File: src/rtl/wb_unit_pkg.sv
// wb_unit_pkg: shared definitions for the write-back unit.
//   - wb_state_e : write-back FSM states
//   - F3_*       : load funct3 encodings
//   - RESP_OKAY  : bus response code for a successful transfer
//   - RegBus, Reg_x0, RST_VAL : register-file bus type, zero register id,
//                  asserted level of the synchronous reset
package wb_unit_pkg;

    typedef enum logic [1:0] {
        ST_IDLE    = 2'd0,
        ST_WAIT_LD = 2'd1,
        ST_COMMIT  = 2'd2
    } wb_state_e;

    localparam logic [2:0] F3_LB  = 3'b000;
    localparam logic [2:0] F3_LH  = 3'b001;
    localparam logic [2:0] F3_LW  = 3'b010;
    localparam logic [2:0] F3_LBU = 3'b100;
    localparam logic [2:0] F3_LHU = 3'b101;

    localparam logic [1:0] RESP_OKAY = 2'b00;

    typedef logic [31:0] RegBus;
    localparam logic [4:0] Reg_x0  = 5'd0;
    localparam logic       RST_VAL = 1'b1;

endpackage

File: src/rtl/wb_unit_load_align.sv
// load_align: combinational lane select and sign/zero extension of a load.
//   i_funct3       : load type (funct3 encoding)
//   i_addr_lo      : byte address bits [1:0]
//   i_rdata        : raw 32-bit word returned by the bus
//   o_data         : formatted load result, XLEN wide
//   o_misalign_err : misaligned access or unsupported funct3
module load_align
    import wb_unit_pkg::*;
#(
    parameter int XLEN = 32
) (
    input  logic [2:0]      i_funct3,
    input  logic [1:0]      i_addr_lo,
    input  RegBus           i_rdata,
    output logic [XLEN-1:0] o_data,
    output logic            o_misalign_err
);

    logic [7:0]  w_byte;
    logic [15:0] w_half;

    always_comb begin
        w_byte = i_rdata[7:0];
        case (i_addr_lo)
            2'd0:    w_byte = i_rdata[7:0];
            2'd1:    w_byte = i_rdata[15:8];
            2'd2:    w_byte = i_rdata[23:16];
            default: w_byte = i_rdata[31:24];
        endcase
        w_half = i_addr_lo[1] ? i_rdata[31:16] : i_rdata[15:0];
    end

    // Unsupported funct3 values are reported on the same error line as a
    // misalignment; the write-back unit treats both as a load fault.
    always_comb begin
        o_data         = '0;
        o_misalign_err = 1'b0;
        case (i_funct3)
            F3_LB:  o_data = {{(XLEN-8){w_byte[7]}}, w_byte};
            F3_LBU: o_data = {{(XLEN-8){1'b0}}, w_byte};
            F3_LH: begin
                o_data         = {{(XLEN-16){w_half[15]}}, w_half};
                o_misalign_err = i_addr_lo[0];
            end
            F3_LHU: begin
                o_data         = {{(XLEN-16){1'b0}}, w_half};
                o_misalign_err = i_addr_lo[0];
            end
            F3_LW: begin
                o_data         = {{(XLEN-32){i_rdata[31]}}, i_rdata};
                o_misalign_err = (i_addr_lo != 2'd0);
            end
            default: o_misalign_err = 1'b1;
        endcase
    end

endmodule

File: src/rtl/wb_unit.sv
// wb_unit: write-back stage of the multi-cycle NPC core.
//   EXU side : i_exu_valid / o_exu_ready handshake plus instruction fields
//   LSU side : i_lsu_rvalid / o_lsu_rready handshake, i_lsu_rdata, i_lsu_rresp
//   RF side  : o_rf_gpr_wen, o_rf_rd_id, o_rf_rd (one-cycle write at commit)
//   IFU side : o_wbu_done pulse with o_wbu_pc_next and o_wbu_err
// Every output is a register; no input reaches an output combinationally.
module wb_unit
    import wb_unit_pkg::*;
#(
    parameter int         XLEN      = 32,
    parameter logic [1:0] RESP_OKAY = wb_unit_pkg::RESP_OKAY
) (
    input  logic            clk,
    input  logic            rst,
    input  logic            i_exu_valid,
    output logic            o_exu_ready,
    input  logic            i_exu_wen,
    input  logic [4:0]      i_exu_rd_id,
    input  logic            i_exu_is_load,
    input  logic [2:0]      i_exu_ld_funct3,
    input  logic [1:0]      i_exu_addr_lo,
    input  logic [XLEN-1:0] i_exu_result,
    input  logic [XLEN-1:0] i_exu_pc_next,
    input  logic            i_lsu_rvalid,
    output logic            o_lsu_rready,
    input  logic [31:0]     i_lsu_rdata,
    input  logic [1:0]      i_lsu_rresp,
    output logic            o_rf_gpr_wen,
    output logic [4:0]      o_rf_rd_id,
    output logic [XLEN-1:0] o_rf_rd,
    output logic            o_wbu_done,
    output logic [XLEN-1:0] o_wbu_pc_next,
    output logic            o_wbu_err
);

    wb_state_e       r_state;
    logic            r_exu_ready;
    logic            r_lsu_rready;
    logic            r_wen;
    logic [4:0]      r_rd_id;
    logic [2:0]      r_funct3;
    logic [1:0]      r_addr_lo;
    logic [XLEN-1:0] r_data;
    logic [XLEN-1:0] r_pc_next;
    logic            r_gpr_wen;
    logic            r_done;
    logic            r_err;

    logic [XLEN-1:0] w_ld_data;
    logic            w_misalign;
    logic            w_ld_err;

    load_align #(.XLEN(XLEN)) u_align (
        .i_funct3       (r_funct3),
        .i_addr_lo      (r_addr_lo),
        .i_rdata        (i_lsu_rdata),
        .o_data         (w_ld_data),
        .o_misalign_err (w_misalign)
    );

    assign w_ld_err = w_misalign | (i_lsu_rresp != RESP_OKAY);

    // Handshake outputs are registered alongside the state so they change
    // on the same edge as the state they describe.
    always_ff @(posedge clk) begin
        if (rst == RST_VAL) begin
            r_state      <= ST_IDLE;
            r_exu_ready  <= 1'b1;
            r_lsu_rready <= 1'b0;
            r_wen        <= 1'b0;
            r_rd_id      <= Reg_x0;
            r_funct3     <= '0;
            r_addr_lo    <= '0;
            r_data       <= '0;
            r_pc_next    <= '0;
            r_gpr_wen    <= 1'b0;
            r_done       <= 1'b0;
            r_err        <= 1'b0;
        end else begin
            case (r_state)
                ST_IDLE: begin
                    if (i_exu_valid) begin
                        r_wen       <= i_exu_wen;
                        r_rd_id     <= i_exu_rd_id;
                        r_funct3    <= i_exu_ld_funct3;
                        r_addr_lo   <= i_exu_addr_lo;
                        r_pc_next   <= i_exu_pc_next;
                        r_exu_ready <= 1'b0;
                        if (i_exu_is_load) begin
                            r_lsu_rready <= 1'b1;
                            r_state      <= ST_WAIT_LD;
                        end else begin
                            r_data    <= i_exu_result;
                            r_err     <= 1'b0;
                            r_done    <= 1'b1;
                            r_gpr_wen <= i_exu_wen & (i_exu_rd_id != Reg_x0);
                            r_state   <= ST_COMMIT;
                        end
                    end
                end
                ST_WAIT_LD: begin
                    if (i_lsu_rvalid) begin
                        r_data       <= w_ld_data;
                        r_err        <= w_ld_err;
                        r_lsu_rready <= 1'b0;
                        r_done       <= 1'b1;
                        r_gpr_wen    <= r_wen & (r_rd_id != Reg_x0) & ~w_ld_err;
                        r_state      <= ST_COMMIT;
                    end
                end
                ST_COMMIT: begin
                    r_done      <= 1'b0;
                    r_gpr_wen   <= 1'b0;
                    r_err       <= 1'b0;
                    r_exu_ready <= 1'b1;
                    r_state     <= ST_IDLE;
                end
                default: begin
                    r_state      <= ST_IDLE;
                    r_exu_ready  <= 1'b1;
                    r_lsu_rready <= 1'b0;
                    r_done       <= 1'b0;
                    r_gpr_wen    <= 1'b0;
                    r_err        <= 1'b0;
                end
            endcase
        end
    end

    assign o_exu_ready   = r_exu_ready;
    assign o_lsu_rready  = r_lsu_rready;
    assign o_rf_gpr_wen  = r_gpr_wen;
    assign o_rf_rd_id    = r_rd_id;
    assign o_rf_rd       = r_data;
    assign o_wbu_done    = r_done;
    assign o_wbu_pc_next = r_pc_next;
    assign o_wbu_err     = r_err;

endmodule

File: config.mk
export PLATFORM = sky130hd
export DESIGN_NAME = wb_unit
export DESIGN_NICKNAME = d
export VERILOG_FILES = /design/src/rtl/wb_unit_pkg.sv /design/src/rtl/wb_unit_load_align.sv /design/src/rtl/wb_unit.sv
export SDC_FILE = /design/constraint.sdc
export NUM_CORES = 1
export LEC_CHECK = 0
export ABC_CLOCK_PERIOD_IN_PS = 4840
export CAP_MARGIN = 0
export CORE_MARGIN = 8
export CORE_UTILIZATION = 40
export CTS_CLUSTER_SIZE = 12
export DETAILED_ROUTE_END_ITERATION = 8
export MAX_ROUTING_LAYER = met4
export PLACE_DENSITY = 0.81
export SLEW_MARGIN = 40
export SYNTH_ARGS = -nofsm -noshare
export SYNTH_HDL_FRONTEND = slang
export SYNTH_SLANG_ARGS = --single-unit
File: constraint.sdc
create_clock -name clk -period 4.84 [get_ports clk]
set_input_delay 0.726 -clock clk [delete_from_list [all_inputs] [get_ports clk]]
set_output_delay 0.726 -clock clk [all_outputs]
set_load 0.02 [all_outputs]
==> summary.md <==
| Metric | Value |
|---|---|
| Setup repair after global routing missed its margin | `false` |
| Biggest area consumer among synthesized cells | `sky130_fd_sc_hd__dfxtp_1` |
| Count of non-filler cells in the finished layout | `787` |
| Portion of synthesized cell area occupied by the leading cell type | `41.9%` |
| Number of ports placed on the die boundary | `188` |
| Post-Syn Area | `3920 um2` |
| Placed Cells | `771` |
| CP Launch Type | `register` |
| Switching Share | `30.6%` |
| Number of buffers added for setup after CTS | `0` |
| Number of different library cells in the post-synthesis netlist | `41` |
| CTS Hold Bufs | `0` |
| First-pass GRT wire length | `22,000 um` |
| Classification of the worst setup path | `register to register` |
| Maximum resistive drop on vdd | `0.190 mV` |
| Clock tree from TritonCTS | `yes` |
| Arrival time reported for the critical path endpoint | `2.82 ns` |
| Number of antenna violations at the first check in global routing | `0` |
| Cell internal power dissipation | `1220 uW` |
| Largest net degree at the start of global routing | `56` |
| Predominant post-synthesis flop cell | `sky130_fd_sc_hd__dfxtp_1` |
| Die height | `115 um` |
| Gr usage total | `21.7%` |
| Total of buffers placed on input and output ports | `187` |
| Final core utilization | `62.7%` |
| Num CTS Buffers | `9` |
| Die area | `13,200 um2` |
| Setup-failing EPs final | `0` |
| Required time at the endpoint of the critical path | `5.13 ns` |
| Fraction of layout cells with a size suffix above 1 | `6.27%` |
| Final setup TNS | `0 ns` |
| Final wirelength | `14,500 um` |
| Flop pwr share | `43.7%` |
| Number of global-route vias before repair | `4,146` |
| Normalized max-slew margin | `42.3%` |
| Max Cap Viol | `0` |
| Synthesized netlist cell count | `486` |
| Site row count | `36` |
| Overflow left after global routing | `0` |
| Routed wire per std cell | `18.4 um` |
| Nets@finish | `763` |
| Final worst path period need | `2.53 ns` |
| Leading cell type by number of instances after synthesis | `sky130_fd_sc_hd__nand2_1` |
| Power density over cell area | `290 nW/um2` |
| Setup crit end kind | `register` |
| Async set-or-reset flop fraction in the synthesized netlist | `0%` |
| Tightest Hold Check Type | `register to register` |
| Fin. Hold Viols | `0` |
| Final critical-path share of the clock period | `52.2%` |
| Number of synthesized flops with an enable pin | `0` |
| Via-per-instance ratio | `5.48` |
| Post-synthesis average cell area | `8.06 um2` |
| Number of clock sinks | `82` |
| Core Area | `9640 um2` |
| Outcome | `finished, final reports clean` |
| Sequential cell area fraction in the yosys report | `41.9%` |
| Post-detailed-route count of antenna-violating nets | `0` |
| Drt initial violations | `366` |
| Total nets after synthesis | `600` |
| Total inserted antenna cells | `0` |
| FMAX | `396 MHz` |
| Clk pin slew, worst setup/hold paths | `0.09 ns` |
| Clock latency on the worst-skew pair | `0.36 ns` |
| DR pass1 iterations | `5` |
| Ranking of synthesized cells by area | `sky130_fd_sc_hd__dfxtp_1 42%, sky130_fd_sc_hd__nand2_1 11%, sky130_fd_sc_hd__a21oi_1 8.3%` |
| Number of levels the H-tree was split into | `3` |
| Synthesis warning total | `0` |
| Placer's final routability congestion estimate | `0.882` |
| Portion of total power attributed to the clock network | `29.4%` |
| Resized Gates After CTS | `0` |
| Maximum fanout along the worst path | `43` |
| Buffer depth of the longest clock path | `2` |
| Routed via count | `4,310` |
| Clock skew after layout | `0.0148 ns` |
| Reported net switching power | `536 uW` |
| Synth cell count leaders | `111 x sky130_fd_sc_hd__nand2_1, 82 x sky130_fd_sc_hd__dfxtp_1, 65 x sky130_fd_sc_hd__a21oi_1` |
| Final number of max-transition violations | `0` |
| Die outline width | `115 um` |
| Syn-to-layout area delta | `54.3%` |
| DPL Wire Length | `10,600 um` |
| Total of flip-flops plus latches after synthesis | `82` |
| Root Driver | `sky130_fd_sc_hd__clkbuf_8` |
| Worst slew pin tran | `0.864 ns` |
| Lkg Pwr | `0.00215 uW` |
| Fillers | `868` |
| Combinational Power Share | `26.9%` |
| Initial core utilization | `40.6%` |
| Final routed DRC violation total | `0` |
per-layer routing:
metal | routed length [um] | global-route usage (%) | up-vias
li1 | - | - | 2046
met5 | 0 | - | -
met4 | 372 | 8.67 | 0
met3 | 1220 | 4.78 | 27
met2 | 7170 | 35.4 | 211
met1 | 5700 | 25.3 | 2026
flip-flops by register name (all words and copies together), names as in the netlist:
| signal | count |
|---|---|
| o_wbu_done | 1 |
| o_rf_gpr_wen | 1 |
| o_exu_ready | 1 |
| o_wbu_pc_next | 32 |
| o_lsu_rready | 1 |
| r_wen | 1 |
| o_rf_rd | 32 |
| o_wbu_err | 1 |
| r_funct3 | 3 |
| r_addr_lo | 2 |
| o_rf_rd_id | 5 |
| r_state | 2 |
through the flow:
stage          hold slack, ns  cell area [um2]  total power, uW  setup WS (ns)
3_3_place_gp            0.441             5830             1240           1.96
2_1_floorplan           0.437             3920             1010           2.66
5_1_grt                 0.480             6040             1830           2.17
6_report                0.459             6040             1750           2.31
3_5_place_dp            0.448             5840             1250           2.07
4_1_cts                 0.460             6040             1760           2.35
layout by cell type, fill, tap and decap left out, drive strengths merged, types with 2 or more instances in the layout:
cell,Yosys,final
o21ai,20,20
o211ai,3,3
clkdlybuf4s50,0,186
mux2,4,4
a32o,2,2
a21o,17,17
mux4,7,7
clkinv,0,5
a221oi,22,22
buf,8,7
clkbuf,33,10
or4,2,2
o21a,8,8
nor3b,5,5
nor2b,12,12
nand3,2,2
and3b,2,2
a211oi,22,22
and3,2,2
nand3b,2,2
and2,7,7
inv,6,6
nor2,30,30
dfxtp,82,82
a21oi,66,66
nand2,111,111
power by group through the flow:
stage | clock network, uW | logic, uW | registers, uW
2_1_floorplan | 0 | 183 | 822
3_3_place_gp | 0 | 461 | 778
3_5_place_dp | 0 | 469 | 780
4_1_cts | 525 | 472 | 764
5_1_grt | 558 | 505 | 771
6_report | 514 | 472 | 764
cell type report:
class                   count  area, um2  share of cell area [%]
inverters                   6       22.5                   0.373
clock buffers              10        138                    2.28
repair buffers            193       1910                    31.7
multi-input cells         357       2090                    34.6
clock inverters             6       66.3                    1.10
well taps                 133        166                    2.76
flip-flops and latches     82       1640                    27.2
critical path, cell delays in order (launching register included):
cell and delay, ns:
sky130_fd_sc_hd__dfxtp_1 0.84, sky130_fd_sc_hd__inv_1 0.64, sky130_fd_sc_hd__nand3b_1 0.25, sky130_fd_sc_hd__buf_4 0.42, sky130_fd_sc_hd__nand2_1 0.12, sky130_fd_sc_hd__a21oi_1 0.17
worst paths after layout:
kind / from / to / slack [ns] / cells past startpoint
worst max-delay path: r_state[0] / r_funct3[1] / 2.31 / 5
worst min-delay path: o_wbu_pc_next[20] / o_wbu_pc_next[20] / 0.46 / 2
worst max register to register: r_state[0] / r_funct3[1] / 2.31 / 5
worst min register to register: o_wbu_pc_next[20] / o_wbu_pc_next[20] / 0.46 / 2
cells by family after synthesis:
group / after synthesis / share of synthesized area, %
AND/OR/NAND/NOR: 180 / 20.4
multiplexers: 12 / 5.53
buffers and inverters: 47 / 4.89
flip-flops: 82 / 41.9
AO/OA/AOI/OAI: 165 / 27.2
No activity file was read; power rests on OpenSTA's default activity.
